<file path="src/rtl/decimator_sequencer.sv">
// Control sequencer for a FIR decimator: loads coefficients, flushes the tap
// line with zeros, then gates tap shifts and output loads at the decimation ratio.
module decimator_sequencer #(
    parameter int NUM_TAPS    = 5,
    parameter int COEFF_WIDTH = 7,
    parameter int RATIO_WIDTH = 8,
    localparam int AW = (NUM_TAPS > 1) ? $clog2(NUM_TAPS) : 1
) (
    input  logic                   src_clk,
    input  logic                   rst,
    input  logic                   cfg_start,
    input  logic [RATIO_WIDTH-1:0] cfg_ratio,
    input  logic                   cfg_stop,
    input  logic                   coeff_in_valid,
    output logic                   coeff_in_ready,
    input  logic [COEFF_WIDTH-1:0] coeff_in_data,
    output logic                   coeff_we,
    output logic [AW-1:0]          coeff_addr,
    output logic [COEFF_WIDTH-1:0] coeff_data,
    input  logic                   sample_valid,
    output logic                   tap_en,
    output logic                   x_zero,
    output logic                   y_load,
    output logic [1:0]             state,
    output logic                   overrun
);

    typedef enum logic [1:0] {
        IDLE  = 2'd0,
        LOAD  = 2'd1,
        FLUSH = 2'd2,
        RUN   = 2'd3
    } state_e;

    localparam logic [RATIO_WIDTH-1:0] RATIO_ONE  = RATIO_WIDTH'(1);
    localparam logic [AW-1:0]          LAST_ADDR  = AW'(NUM_TAPS - 1);
    localparam logic [AW-1:0]          LAST_FLUSH = AW'((NUM_TAPS > 1) ? NUM_TAPS - 2 : 0);
    localparam state_e                 AFTER_LOAD = (NUM_TAPS > 1) ? FLUSH : RUN;

    state_e                 state_q;
    logic [RATIO_WIDTH-1:0] ratio_q;
    logic [RATIO_WIDTH-1:0] phase_q;
    logic [AW-1:0]          wcnt_q;
    logic [AW-1:0]          flush_q;
    logic                   overrun_q;
    logic                   coeff_we_q;
    logic [AW-1:0]          coeff_addr_q;
    logic [COEFF_WIDTH-1:0] coeff_data_q;
    logic                   phase_wrap;

    assign phase_wrap = (phase_q == (ratio_q - RATIO_ONE));

    always_ff @(posedge src_clk) begin
        if (rst) begin
            state_q      <= IDLE;
            ratio_q      <= RATIO_ONE;
            phase_q      <= '0;
            wcnt_q       <= '0;
            flush_q      <= '0;
            overrun_q    <= 1'b0;
            coeff_we_q   <= 1'b0;
            coeff_addr_q <= '0;
            coeff_data_q <= '0;
        end else begin
            coeff_we_q <= 1'b0;
            case (state_q)
                IDLE: begin
                    if (cfg_start) begin
                        state_q   <= LOAD;
                        ratio_q   <= (cfg_ratio == '0) ? RATIO_ONE : cfg_ratio;
                        overrun_q <= 1'b0;
                        wcnt_q    <= '0;
                        phase_q   <= '0;
                    end
                end
                LOAD: begin
                    if (sample_valid) overrun_q <= 1'b1;
                    if (coeff_in_valid) begin
                        coeff_we_q   <= 1'b1;
                        coeff_addr_q <= wcnt_q;
                        coeff_data_q <= coeff_in_data;
                        wcnt_q       <= wcnt_q + AW'(1);
                        if (wcnt_q == LAST_ADDR) begin
                            wcnt_q  <= '0;
                            flush_q <= '0;
                            phase_q <= '0;
                            state_q <= AFTER_LOAD;
                        end
                    end
                end
                FLUSH: begin
                    if (sample_valid) overrun_q <= 1'b1;
                    if (flush_q == LAST_FLUSH) begin
                        state_q <= RUN;
                        phase_q <= '0;
                    end else begin
                        flush_q <= flush_q + AW'(1);
                    end
                end
                RUN: begin
                    // A stop coinciding with a sample still lets that sample be counted
                    if (sample_valid) phase_q <= phase_wrap ? '0 : phase_q + RATIO_ONE;
                    if (cfg_stop) state_q <= IDLE;
                end
                default: state_q <= IDLE;
            endcase
        end
    end

    assign coeff_in_ready = (state_q == LOAD);
    assign tap_en         = (state_q == FLUSH) || ((state_q == RUN) && sample_valid);
    assign x_zero         = (state_q == FLUSH);
    assign y_load         = (state_q == RUN) && sample_valid && phase_wrap;
    assign coeff_we       = coeff_we_q;
    assign coeff_addr     = coeff_addr_q;
    assign coeff_data     = coeff_data_q;
    assign state          = state_q;
    assign overrun        = overrun_q;

endmodule

</file>
<file path="config.mk">
export PLATFORM = sky130hd
export DESIGN_NAME = decimator_sequencer
export DESIGN_NICKNAME = d
export VERILOG_FILES = /design/src/rtl/decimator_sequencer.sv
export SDC_FILE = /design/constraint.sdc
export NUM_CORES = 1
export LEC_CHECK = 0
export BUFFER_PORTS_ARGS = -buffer_cell sky130_fd_sc_hd__buf_2
export CORE_UTILIZATION = 54
export DETAILED_ROUTE_END_ITERATION = 10
export PLACE_DENSITY = 0.79
export SETUP_SLACK_MARGIN = 0.02
export SLEW_MARGIN = 5
export SYNTH_ARGS = -nofsm -noshare
export SYNTH_HDL_FRONTEND = slang
export SYNTH_SLANG_ARGS = --single-unit
</file>
<file path="constraint.sdc">
create_clock -name src_clk -period 4.6 [get_ports src_clk]
set_input_delay 0.23 -clock src_clk [delete_from_list [all_inputs] [get_ports src_clk]]
set_output_delay 0.23 -clock src_clk [all_outputs]
set_load 0.02 [all_outputs]
</file>
## Word level (Yosys, flattened, before mapping)

Cells that the tools add are included.

| cells by class | value |
|---|---|
| add/sub/neg operators | 4 |
| equal/unequal tests | 14 |
| muxes and demuxes | 26 |
| bitwise gates (word level) | 1 |
| reduce and logical (&&, ||, !) cells | 17 |

Operators by type and width:

| cell | number |
|---|---|
| $mux W8 | 7 |
| $pmux W8 S4 | 1 |
| $mux W3 | 6 |
| $pmux W3 S2 | 2 |
| $mux W2 | 5 |
| $ne A2 B2 Y1 const B | 5 |
| $reduce_and A5 Y1 | 2 |
| $add A8 B1 Y8 const B | 1 |
| $eq A8 B8 Y1 | 1 |
| $logic_not A8 Y1 | 1 |
| $pmux W2 S4 | 1 |
| $sub A8 B1 Y8 const B | 1 |
| $add A3 B1 Y3 const B | 2 |
| $ne A2 B1 Y1 const B | 3 |
| $reduce_and A3 Y1 | 2 |
| $reduce_bool A2 Y1 | 3 |
| $eq A2 B2 Y1 const B | 2 |
| $reduce_and A2 Y1 | 2 |
| $reduce_and A4 Y1 | 1 |
| $reduce_or A2 Y1 | 2 |
| $eq A3 B2 Y1 const B | 1 |
| $eq A3 B3 Y1 const B | 1 |
| $mux W1 | 3 |
| $eq A2 B1 Y1 const B | 1 |
| other kinds (5) | 6 |

| storage, ports and cells | value |
|---|---|
| register bits | 36 |
| output and inout bits | 18 |

## Depth between registers and ports, before layout

Gate-level depths: netlist (run 1).

| logic depth | value |
|---|---|
| depth after elaboration | 5 |
| depth in mapped cells | 9 |
| gate-level depth less buffers | 8 |

## Worst setup path after synthesis (run 1)

No wires, ideal clock.

| timing path | value |
|---|---|
| path type | reg2out |
| start | reg ratio_q[0] |
| end | out y_load |
| arrival | 1.895 ns |
| slack | 2.475 ns |
| stages on the path, launching flop included | 8 |
| path buffers | 0 |
| cells stage by stage | dfxtp_1 > inv_1 > ha_1 > nand2b_1 > a311o_1 > a2111oi_4 > nand3_2 > nor2_1 |

| between the ends | value |
|---|---|
| cells in the longest elaborated chain, start to end | 3 |

RTL lines:

| what | line | text |
|---|---|---|
| start, declared | 41 | `logic [RATIO_WIDTH-1:0] ratio_q;` |
| start signal, assigned | 70 | `ratio_q <= (cfg_ratio == '0) ? RATIO_ONE : cfg_ratio;` |
| $sub A8 B1 Y8 | 51 | `assign phase_wrap = (phase_q == (ratio_q - RATIO_ONE));` |
| $eq A8 B8 Y1 | 51 |  |
| $logic_and A1 B1 Y1 | 113 | `assign y_load = (state_q == RUN) && sample_valid && phase_wrap;` |
| end, declared | 23 | `output logic y_load,` |

No other way between the ends.

## Worst setup path after layout (run 1)

Same ends and word-level chain as after synthesis.

==> metrics list, run 1 <==
- The path class of the tightest hold or removal check is in -> reg.
* #FFs+latches synth: 36
- Final total negative setup slack: 0 ps
* Router iterations before antenna repair: 5
- After synthesis, the netlist uses 35 different library cells.
- Post-synth EDFFs: 0
- Buffers inserted during post-CTS setup optimization: 0
* Setup Slack @ Placement: approximately 2400 ps
* Number of CTS-inserted buffers: 5
- The root buffer cell chosen for the clock tree is sky130_fd_sc_hd__clkbuf_4.
* XOR/XNOR Fraction of Synth Area: 0.0697
* CTS Buffer Depth: 2
- Routed wire length on met3: 144 um
- Post-CTS repair changed the size of 0 cells.
- Post-route clock period utilization: 0.563
- ANT cells: 0
- Critical R2R Capture: phase_q[5]
* Post-synthesis cell type with the largest combined area: sky130_fd_sc_hd__dfxtp_1
* Initial Util: 0.565
* Static Leak: about 0.9 nW
* Global-route wire length before repair: roughly 5700 um
- Number of nets in the layout: 300
* Antenna Violating Nets Remaining: 0
- Final global-route overflow total: 0
- Top cells by instance count after synthesis: 46 x sky130_fd_sc_hd__nand2_1, 36 x sky130_fd_sc_hd__dfxtp_1, 28 x sky130_fd_sc_hd__a21oi_1, 23 x sky130_fd_sc_hd__nor2_1
- Unrepaired setup endpoints after global routing: false
- Routability-driven placement finished with a final weighted congestion of 0.794.
* Die boundary height: approximately 61 um
* Initial antenna violation count: 0
- Final HPWL from detailed placement: 2680 um
- Data on the critical path is required at its endpoint by roughly 4400 ps.
- Most numerous cell in the Yosys netlist: sky130_fd_sc_hd__nand2_1
* Max VDD drop: 338 uV
- Crit-path max FO: 5
* Via count of the routed design: between 1.5k and 2k
- After detailed routing, the wire length on met1 is 1740 um.
- Of the total synthesized cell area, the portion taken by full adders, half adders and majority gates is 0.0730.
- Via-to-Cell Ratio: 5.10
- Synth Area in Simple Gates: 0.250
- By area, the combinational part of the netlist is dominated by simple AND/OR/NAND/NOR gates.
* Timing startpoint of the critical path: ratio_q[0]
- DRC marker count from the first detailed-route iteration: 70
* Total met2 wirelength after detailed routing: roughly 1600 um
* Final routed DRC violation total: 0
- Core Region: 3340 um^2
- Cell area after technology mapping: 1880 um^2
- Die Wd: a little over 60 um
- Counting every net in the synthesized netlist gives 264.
- Length in cells of the worst reg-to-reg path: 8
- Summing all placed instances gives a cell area of 2090 um^2.
- Headroom to the max-slew limit came out at 0.637.
- TritonCTS built the clock tree.
* Latest clock arrival within the worst-skew pair: 330 ps
- Primary FF master, synth: sky130_fd_sc_hd__dfxtp_1
- After floorplanning, the core was divided into 21 placement rows.
- The run finished with clean final reports.
* Post-route cell area: between 2000 and 2500 um^2
- The complex-gate fraction of the synthesized area came to 0.160.
- Clock transition at the registers of the reported paths: 110 ps
* Multiplexer share of the synthesized area: 0.0226
* Fraction of post-synthesis cell area in the top cell type by area: 0.382
* Endpoint type of the worst setup path: primary output
- For the pin with the worst max-slew slack, the measured transition is about 540 ps.
- Max-cap violations: 0
* Synth warnings: 0
- During I/O placement, the number of pins put on the boundary was 39.
- Final hold violation count: 0
* Uppermost layer routed: met4
* Achievable clock frequency: roughly 390 MHz
- For this run, the total global-route usage over all layers was measured as 0.211.
* Total setup violations reported at the end of the flow: 0
* Number of pins with negative max-slew slack in the final report: 0
* Post-route worst setup slack: approximately 2000 ps
* Reg-to-Reg Start: state[0]
- Register-to-register setup slack: between 2000 and 2500 ps
- Critical Setup Path Class: reg -> out
- For this design the ratio of total power to cell area is roughly 470 nW/um^2.
- The worst setup path is launched from a flip-flop.
* Area growth from synthesis to layout: 14.1%
- The clock net in this run drives a total of 36 sinks.
- Ratio of cells with drive above 1 in the final layout: 0.193
- Between clock sinks in the finished design, the worst skew comes to 10.2 ps.
- After detailed routing, the average wire length per cell comes to approximately 11 um.
- Total die area: about 3700 um^2
- For the finished layout, the period the worst path requires is 2590 ps.
- Count of input and output buffers: 38
- Biggest area contributors in the synthesized netlist: sky130_fd_sc_hd__dfxtp_1 38%, sky130_fd_sc_hd__nand2_1 9.2%, sky130_fd_sc_hd__a21oi_1 7.4%
- Share of synthesized area occupied by flip-flops and latches: 0.382
- Post-synthesis instance total: 232
* Async set-reset flop share out of synthesis: 0
* Worst setup path endpoint: y_load
- At the worst endpoint, the arrival time is 2360 ps.
- Buffers inserted to repair hold after CTS numbered 0.
- The H-tree was split into 2 levels.
* Mean Syn Cell Area: 8.12 um^2
* Vias in the first global route: 1347
- The layout has roughly 320 filler cells.
* Total Power: 1.02 mW
- Pin count of the biggest net entering global routing: 32
* Total wire length: about 3500 um
==> report_power, final <==
group          total (mW)  switching, mW  internal [mW]  leakage (nW)
sequential          0.386         0.0359          0.350         0.292
clock               0.162          0.103         0.0587        0.0349
combinational       0.472          0.287          0.186         0.573
total                1.02          0.425          0.595         0.900
==> worst max-delay path: stages (launching register included) <==
cell                        delay, ps
sky130_fd_sc_hd__dfxtp_1          420
sky130_fd_sc_hd__inv_1             60
sky130_fd_sc_hd__ha_1             250
sky130_fd_sc_hd__nand2b_1         180
sky130_fd_sc_hd__a311o_1          350
sky130_fd_sc_hd__a2111oi_4        330
sky130_fd_sc_hd__nand3_2          140
sky130_fd_sc_hd__nor2_1           130
sky130_fd_sc_hd__buf_2            180
==> cell families (layout without fill, tap and decap cells) <==
group / Yosys count / in the layout
XOR/XNOR: 15 / 15
multiplexers: 4 / 4
adder cells (fa/ha/maj): 11 / 11
buffers and inverters: 20 / 57
AND/OR/NAND/NOR: 103 / 103
AO/OA/AOI/OAI: 43 / 43
flip-flops: 36 / 36
==> sequential cells by signal, indices dropped and copies added, names as in the netlist <==
name        flops
phase_q         8
ratio_q         8
coeff_data      7
coeff_addr      3
flush_q         3
wcnt_q          3
state           2
coeff_we        1
overrun         1
==> worst min path at each step <==
stage | from | endpoint | depth (start not counted)
global route | coeff_in_data[5] | coeff_data[5] | 3
floorplan | cfg_ratio[7] | ratio_q[7] | 2
CTS | coeff_in_data[1] | coeff_data[1] | 3
detailed placement | coeff_data[2] | coeff_data[2] | 2
finish | coeff_in_data[0] | coeff_data[0] | 3
global placement | coeff_data[2] | coeff_data[2] | 2
==> cell usage in the layout (no fill, tap or decap), types with 2 or more instances in the layout <==
cell type                   netlist  layout
sky130_fd_sc_hd__a2111oi_4        2       2
sky130_fd_sc_hd__a211o_1          2       2
sky130_fd_sc_hd__a21oi_1         28      28
sky130_fd_sc_hd__a22o_1           2       2
sky130_fd_sc_hd__and2_1           4       4
sky130_fd_sc_hd__buf_2            0      38
sky130_fd_sc_hd__clkbuf_4         0       5
sky130_fd_sc_hd__clkinv_2         0       2
sky130_fd_sc_hd__dfxtp_1         36      36
sky130_fd_sc_hd__ha_1            11      11
sky130_fd_sc_hd__inv_1           11      11
sky130_fd_sc_hd__mux2i_1          2       2
sky130_fd_sc_hd__nand2_1         46      46
sky130_fd_sc_hd__nand2b_1         5       5
sky130_fd_sc_hd__nand3_1          3       3
sky130_fd_sc_hd__nand3b_1         2       2
sky130_fd_sc_hd__nand4_1          5       5
sky130_fd_sc_hd__nor2_1          23      23
sky130_fd_sc_hd__nor2b_1          6       6
sky130_fd_sc_hd__nor3_1           5       5
sky130_fd_sc_hd__nor4_1           2       2
sky130_fd_sc_hd__o21ai_0          2       2
sky130_fd_sc_hd__xnor2_1          6       6
sky130_fd_sc_hd__xor2_1           9       9
==> layout make-up <==
| cell class | instances | area (um^2) | share of cell area |
|---|---|---|---|
| tap | 46 | 57.6 | 0.0268 |
| timing repair buffer | 38 | 190 | 0.0884 |
| inverter | 11 | 41.3 | 0.0192 |
| sequential | 36 | 721 | 0.335 |
| clock inverter | 3 | 18.8 | 0.00873 |
| multi-input combinational | 176 | 1080 | 0.504 |
| clock buffer | 5 | 37.5 | 0.0175 |
==> per-layer routing <==
layer	GRT usage	up-vias
met2	0.332	33
met5	0	-
met1	0.279	712
met4	0.0877	0
li1	-	858
met3	0.0504	5
==> stage by stage <==
step                      std cells   util  hold WS [ps]
after detailed placement        307  0.628           443
final                           315  0.645           118
after global routing            315  0.645           109
after floorplan                 232      -           366
after global placement          307  0.628           438
after CTS                       315  0.645           107
Note: power is estimated with default switching activity, not from simulation.
==> inputs of run 2 (changes only) <==
--- a/config.mk
+++ b/config.mk
@@ -5,6 +5,7 @@
 export SDC_FILE = /design/constraint.sdc
 export NUM_CORES = 1
 export LEC_CHECK = 0
+export ABC_AREA = 1
 export BUFFER_PORTS_ARGS = -buffer_cell sky130_fd_sc_hd__buf_2
 export CORE_UTILIZATION = 54
 export DETAILED_ROUTE_END_ITERATION = 10
==> constraint.sdc (replaced) <==
create_clock -name src_clk -period 2.6 [get_ports src_clk]
set_input_delay 0.13 -clock src_clk [delete_from_list [all_inputs] [get_ports src_clk]]
set_output_delay 0.13 -clock src_clk [all_outputs]
set_load 0.02 [all_outputs]
==> run 2 against run 1 <==
Hold slack got worse by 90 ps. Clock-buffer cell count unchanged. Sequential share of layout area down 1.2 points. Critical endpoint unchanged. Largest power group unchanged.
==> metrics list, run 2 <==
- The run finished with clean final reports.
* Smallest hold slack: 27.9 ps (-90.2 ps)
- Slowest CP cell: sky130_fd_sc_hd__dfxtp_1
- The number of storage elements in the synthesis netlist came to 36 (unchanged).
- All-layer global routing usage: 0.229 (+0.0171)
- Number of sinks driven by the clock tree: 36 (unchanged)
- Mean Syn Cell Area: 7.00 um^2 (-14%)
- The H-tree depth came to 2 (unchanged).
- Ratio of cells with drive above 1 in the final layout: 0.187 (-0.00660)
* Total Power: 2.24 mW (+120%)
- Max-cap violations: 0 (unchanged)
* PD cells: 1010 nW/um^2 (+110%)
- Area growth from synthesis to layout: 16.0%
- Critical Setup Path Class: reg -> out
- The post-synthesis instance total came to 275 (+19%).
* Crit-path max FO: 5 (unchanged)
- Post-route clock period utilization: 0.844
- The static leakage is 1.08 nW (+20%).
* Number of nets in the layout: 347 (+16%)
- Standard-cell rows: 21 (unchanged)
- Global-route wire length before repair: 6440 um (+12%)
- The pin count of the biggest net entering global routing was 29 (-9.4%).
* Endpoint type of the worst setup path: primary output
- The routed design could run at a clock period as short as 2190 ps.
* Initial antenna violation count: 0 (unchanged)
- Yosys instantiated no cell more often than sky130_fd_sc_hd__nand2_1.
- CTS Buffer Depth: 2 (unchanged)
* Setup clock skew after layout: 10.7 ps (+0.457 ps)
* Final global-route overflow total: 0 (unchanged)
- The hold path depth is 3 (unchanged).
* ANT cells: 0 (unchanged)
* Number of CTS-inserted buffers: 5 (unchanged)
- Count of input and output buffers: 38 (unchanged)
- Clock transition at the registers of the reported paths: 120 ps (about the same)
- The via total after detailed routing is 1841 (+14%).
- Cell type with the highest occurrence count on the critical path: sky130_fd_sc_hd__nor2_1
- Primary FF master, synth: sky130_fd_sc_hd__dfxtp_1
- The share of Yosys cell area claimed by the top area cell type is 0.375 (-0.00796).
* Top cells by instance count after synthesis: 49 x sky130_fd_sc_hd__nand2_1, 38 x sky130_fd_sc_hd__nor2_1, 36 x sky130_fd_sc_hd__dfxtp_1, 33 x sky130_fd_sc_hd__inv_1, 25 x sky130_fd_sc_hd__o21ai_0
* Required time at the endpoint of the critical path: 2470 ps (-1900 ps)
* Hold bufs inserted after CTS: 0 (unchanged)
* Post-synth EDFFs: 0 (unchanged)
- STA classifies the critical path startpoint as a flip-flop.
- The overall die area is 3810 um^2 (+2.1%).
* Core Region: 3360 um^2 (+0.79%)
- CP peak stage delay: 410 ps (about the same)
- Final HPWL from detailed placement: 3070 um (+14%)
* Global placer's final weighted congestion: 0.910 (+15%)
* Synth warnings: 0 (unchanged)
- The die height was 61.7 um (+1.0%).
- Biggest area contributors in the synthesized netlist: sky130_fd_sc_hd__dfxtp_1 37%, sky130_fd_sc_hd__nand2_1 9.6%, sky130_fd_sc_hd__nor2_1 7.4%
- The worst slew slack as a fraction of its limit came to 0.514 (-0.123).
- Leaving out fill and tap cells, the most frequent cell in the layout is sky130_fd_sc_hd__nand2_1.
- Via-to-Cell Ratio: 5.09 (-0.37%)
- Length in cells of the worst reg-to-reg path: 9 (+1)
* Async set-reset flop share out of synthesis: 0 (unchanged)
- Post-synthesis cell type with the largest combined area: sky130_fd_sc_hd__dfxtp_1
- The initial cell density of the core is 0.572 (+0.00749).
- Count of boundary I/O pins: 39 (unchanged)
* Resize count post-CTS: 0 (unchanged)
- Router iterations before antenna repair: 4 (-1)
- Count of distinct cell types in the synthesized netlist: 26 (-26%)
- Cell area after technology mapping: 1920 um^2 (+2.1%)
- The net count after synthesis is 307 (+16%).
- Vias in the first global route: 1573 (+17%)
* Share of synthesized area occupied by flip-flops and latches: 0.375 (-0.00796)
* Commonest non-fill, non-tap cells in the layout: 49 x sky130_fd_sc_hd__nand2_1, 38 x sky130_fd_sc_hd__nor2_1, 38 x sky130_fd_sc_hd__buf_2, 36 x sky130_fd_sc_hd__dfxtp_1, 33 x sky130_fd_sc_hd__inv_1
- The buffers inserted during post-CTS setup optimization came to 0 (unchanged).
- The number of placed cells counting well taps is 354 (+15%).
- Register-to-register setup slack: 720 ps (-1740 ps)
- The final hold violation count was 0 (unchanged).
- Average detailed-routed wire length per instance: 11.0 um (-1.2%)
- Unrepaired setup endpoints after global routing: false
* Cell at the root of the clock tree: sky130_fd_sc_hd__clkbuf_4
- The transition at the pin with the smallest max-transition slack came to 728 ps (+183 ps).
* Total setup violations reported at the end of the flow: 0 (unchanged)
- Antenna Violating Nets Remaining: 0 (unchanged)
* DRC marker count from the first detailed-route iteration: 89 (+27%)
- Max VDD drop: 536 uV (+59%)
- The total negative slack is 0 ps (unchanged).
- The data arrival time of the worst path came to 2060 ps (-300 ps).
- The sum of routed wire length over all layers was 4000 um (+14%).
- The min-delay analysis places its worst path in the category in -> reg.
- Timing would allow up to 456 MHz.
- Cell Count, Final, Fillers Out: 362 (+15%)
* Number of pins with negative max-slew slack in the final report: 0 (unchanged)
- CP Cell Sequence: inv_2 > ha_1 > nand2_1 > inv_1 > nor2_1 > nand2_1 > nor2_1 > nand3_1 > nor2_2 > nand2_2 > nor2_1 > buf_2
- Final routed DRC violation total: 0 (unchanged)
- The horizontal die dimension was 61.7 um (+1.0%).
- Latest clock arrival within the worst-skew pair: 350 ps (+20 ps)
* TritonCTS clock tree: built
[run 2: cell count changes in the layout (fill, tap and decap cells not counted), moves of 6 or more]
| cell | before | now |
|---|---|---|
| sky130_fd_sc_hd__inv_1 | 11 | 33 |
| sky130_fd_sc_hd__nand3_1 | 3 | 17 |
| sky130_fd_sc_hd__nor2_1 | 23 | 38 |
| sky130_fd_sc_hd__nor2b_1 | 6 | 0 |
| sky130_fd_sc_hd__o21ai_0 | 2 | 25 |
[run 2: power by group]
group | switching [mW] | leakage [nW] | internal (mW)
Sequential | 0.0950 | 0.294 | 0.672
Clock | 0.199 | 0.0412 | 0.200
Combinational | 0.714 | 0.745 | 0.365
[run 2: final timing paths]
| check | endpoint | startpoint |
|---|---|---|
| worst min register to register | flush_q[2] | flush_q[2] |
| worst min-delay path | ratio_q[5] | cfg_ratio[5] |
| worst max-delay path | y_load | ratio_q[0] |
| worst max register to register | wcnt_q[0] | state[0] |
[run 2: worst max-delay path, delay by kind of cell (launching register included)]
family / cells / cell delay [ps]
DFF: 1 / 410
and+or+nand+nor: 8 / 700
buffers and inverters: 3 / 280
adders and majority gates: 1 / 320
[run 2: cell families (layout without fill, tap and decap cells)]
kind of cell,Yosys count,after routing,share of synthesized area
DFF,36,36,0.375
xor gates and xnor gates,8,8,0.0364
adders and majority gates,11,11,0.0715
and+or+nand+nor,120,120,0.271
AOI/OAI and AO/OA,57,57,0.162
buffers and inverters,43,84,0.0845
[run 2: final cells by class]
| type | count | area, um^2 |
|---|---|---|
| fill | 344 | 1130 |
| multi-input combinational | 196 | 1040 |
| sequential | 36 | 721 |
| timing repair buffer | 38 | 190 |
| inverter | 38 | 143 |
| tap | 46 | 57.6 |
| clock inverter | 3 | 42.5 |
| clock buffer | 5 | 37.5 |
[run 2: stage by stage]
step           utilization  worst slack [ps]  cell area [um^2]
2_1_floorplan            -               771              1920
3_3_place_gp         0.640               789              2150
3_5_place_dp         0.640               756              2150
4_1_cts              0.664               406              2230
5_1_grt              0.664               260              2230
6_report             0.664               407              2230
[run 2: per-layer routing]
layer	GRT usage	vias up	share of wire
li1	-	965	-
met1	0.269	839	0.43
met2	0.410	28	0.52
met3	0.0414	9	0.030
met4	0.0921	0	0.021
met5	0	-	0
==> inputs of run 3 (changes only) <==
==> constraint.sdc (replaced) <==
create_clock -name src_clk -period 2.1 [get_ports src_clk]
set_input_delay 0.105 -clock src_clk [delete_from_list [all_inputs] [get_ports src_clk]]
set_output_delay 0.105 -clock src_clk [all_outputs]
set_load 0.02 [all_outputs]
==> run 3 against run 2 <==
Power is 23% higher. Sequential power is 24% higher. Core utilization is 1.8 points higher. Via count is 2.1% higher. Register-to-register slack worse by 480 ps. Highest routed layer unchanged. Non-clock buffer count is 7 higher. Largest power group unchanged. Sequential share of layout area is 0.75 points lower. Clock-buffer cell count stayed put. Clock power is 5.3% lower. Cell area is 2.7% higher.
==> metrics list, run 3 (synthesis results as in run 2) <==
- Ratio of cells with drive above 1 in the final layout: 0.217 (+0.0300)
* Core Region: 3360 um^2 (unchanged)
- Routed wire length on met3: 141 um (+17%)
* Total wire length: 4300 um (+7.4%)
- Critical Setup Path Class: reg -> out
* Router iterations before antenna repair: 4 (unchanged)
* Class of the most critical hold timing path: in -> reg
* Die boundary height: 61.7 um (unchanged)
- The met2 wirelength from detailed routing was 2200 um (+6.3%).
* PD cells: 1200 nW/um^2 (+19%)
- The number of top-level design ports was 39 (unchanged).
- The cell area after layout was 2290 um^2 (+2.7%).
* Min Clock Period, post-route: 1940 ps
* Static Leak: 1.11 nW (+2.3%)
* WL met1: 1890 um (+9.9%)
- Arrival @ worst endpoint: 1840 ps (-220 ps)
- The final hold violation count was 0 (unchanged).
- Endpoint type of the worst setup path: primary output
* Max VDD drop: 673 uV (+26%)
- Number of nets in the layout: 354 (+2.0%)
* Number of sinks driven by the clock tree: 36 (unchanged)
- Placement-stage cell area: 2160 um^2 (+0.35%)
* Most common cell after layout, fill and taps aside: sky130_fd_sc_hd__nand2_1
- The initial cell density of the core came to 0.572 (unchanged).
* Unrepaired setup endpoints after global routing: false
- The initial antenna violation count came to 0 (unchanged).
- The latest clock arrival within the worst-skew pair came to 350 ps (about the same).
* Post-route clock period utilization: 0.925
* DRC marker count from the first detailed-route iteration: 72 (-19%)
* Post-layout utilization of the core: 0.682 (+0.0182)
* CTS Buffer Depth: 2 (unchanged)
* Antenna Violating Nets Remaining: 0 (unchanged)
- Global placer's final weighted congestion: 0.859 (-5.7%)
* Total setup violations reported at the end of the flow: 0 (unchanged)
- Area growth from synthesis to layout: 19.2%
- Crit-path max FO: 5 (unchanged)
- The remaining global-route overflow was 0 (unchanged).
* Achievable clock frequency: 515 MHz
- Number of CTS-inserted buffers: 5 (unchanged)
- The number of global-route vias before repair is 1635 (+3.9%).
- Startpoint kind of the worst setup timing path: flip-flop
* Count of input and output buffers: 38 (unchanged)
- Uppermost layer routed: met4
- Cell at the root of the clock tree: sky130_fd_sc_hd__clkbuf_4
* Slew @ Worst Pin: 740 ps (+11.8 ps)
- Final HPWL from detailed placement: 3160 um (+2.9%)
* Setup Slack @ Placement: 341 ps (-415 ps)
* Post-route worst setup slack: 158 ps (-249 ps)
- The count of inserted antenna diode cells was 0 (unchanged).
* Remaining max-slew budget at the tightest pin: 0.506 (-0.00785)
- TritonCTS clock tree: built
* Final total negative setup slack: 0 ps (unchanged)
* Setup clock skew after layout: 14.8 ps (+4.17 ps)
* Required time at the endpoint of the critical path: 2000 ps (-470 ps)
- Total die area: 3810 um^2 (unchanged)
- The horizontal die dimension came to 61.7 um (unchanged).
- All-layer global routing usage: 0.242 (+0.0140)
- Global-route wire length before repair: 6710 um (+4.2%)
- Commonest non-fill, non-tap cells in the layout: 48 x sky130_fd_sc_hd__nand2_1, 37 x sky130_fd_sc_hd__nor2_1, 37 x sky130_fd_sc_hd__buf_2, 34 x sky130_fd_sc_hd__dfxtp_1, 31 x sky130_fd_sc_hd__inv_1
* Max-cap violations: 0 (unchanged)
- The routed wirelength normalized by instance count was 11.6 um (+5.4%).
- CTS H-tree lvls: 2 (unchanged)
* Via count of the routed design: 1880 (+2.1%)
- The final worst hold slack is 18.3 ps (-9.62 ps).
* Clock transition at the registers of the reported paths: 110 ps (about the same)
* Pin count of the biggest net entering global routing: 29 (unchanged)
- Standard-cell rows: 21 (unchanged)
- Count of filler cells inserted in the layout: 333 (-3.2%)
- The number of remaining DRC errors was 0 (unchanged).
- Number of pins with negative max-slew slack in the final report: 0 (unchanged)
- The flow ran to the end, and the final reports show no timing, DRC or antenna violations.
- The via density per instance was 5.09 (+0.18%).
[run 3: cell count changes in the layout (fill, tap and decap cells not counted), sizes merged]
cell         previous run  this run
buf                    38        42
bufinv                  1         0
clkinv                  1         3
clkinvlp                1         0
dlygate4sd3             0         3
[run 3: metal layers]
layer  GRT usage  up-vias
met5           0        -
met1       0.291      863
met2       0.418       29
met3      0.0518        7
met4       0.108        0
li1            -      981
[run 3: layout make-up]
class / count / area [um^2] / area share
multi-input cells: 196 / 1060 / 0.462
flip-flops and latches: 36 / 723 / 0.315
inverters: 38 / 145 / 0.0633
clock inverters: 3 / 18.8 / 0.00818
well taps: 46 / 57.6 / 0.0251
clock buffers: 5 / 37.5 / 0.0164
repair buffers: 45 / 253 / 0.110
[run 3: worst max-delay path, cell delays in order, from the launching register on]
cell and delay (ps):
sky130_fd_sc_hd__dfxtp_2 380, sky130_fd_sc_hd__inv_4 60, sky130_fd_sc_hd__ha_4 210, sky130_fd_sc_hd__nand2_2 60
sky130_fd_sc_hd__inv_1 40, sky130_fd_sc_hd__nor2_1 90, sky130_fd_sc_hd__nand2_1 60, sky130_fd_sc_hd__nor2_1 80
sky130_fd_sc_hd__nand3_1 80, sky130_fd_sc_hd__nor2_2 120, sky130_fd_sc_hd__nand2_2 80, sky130_fd_sc_hd__nor2_1 100
sky130_fd_sc_hd__buf_4 140
[run 3: stage by stage]
step | power (mW) | cells
floorplan | 1.99 | 275
global placement | 2.29 | 355
detailed placement | 2.31 | 355
CTS | 2.70 | 366
global route | 3.01 | 369
finish | 2.75 | 369
[run 3: power breakdown]
part	total, mW	internal, mW	switching, mW
Clock	0.378	0.129	0.249
Sequential	0.953	0.834	0.118
Combinational	1.42	0.507	0.917
Total	2.75	1.47	1.29
[run 3: worst paths after layout]
path	start	endpoint	slack, ps	cells after the start
setup / recovery	ratio_q[0]	y_load	160	12
hold / removal	coeff_in_data[4]	coeff_data[4]	20	3
setup reg to reg	ratio_q[0]	phase_q[7]	240	14
hold reg to reg	flush_q[2]	flush_q[2]	470	2
[run 3: repair_timing]
| action | CTS | global route |
|---|---|---|
| setup endpoints to repair | 1 | 1 |
| setup buffers | 0 | 3 |
| hold buffers | 3 | 0 |
| resized for setup | 1 | 8 |
| endpoints found under the hold margin | 3 | 0 |
| pin swaps | 0 | 7 |
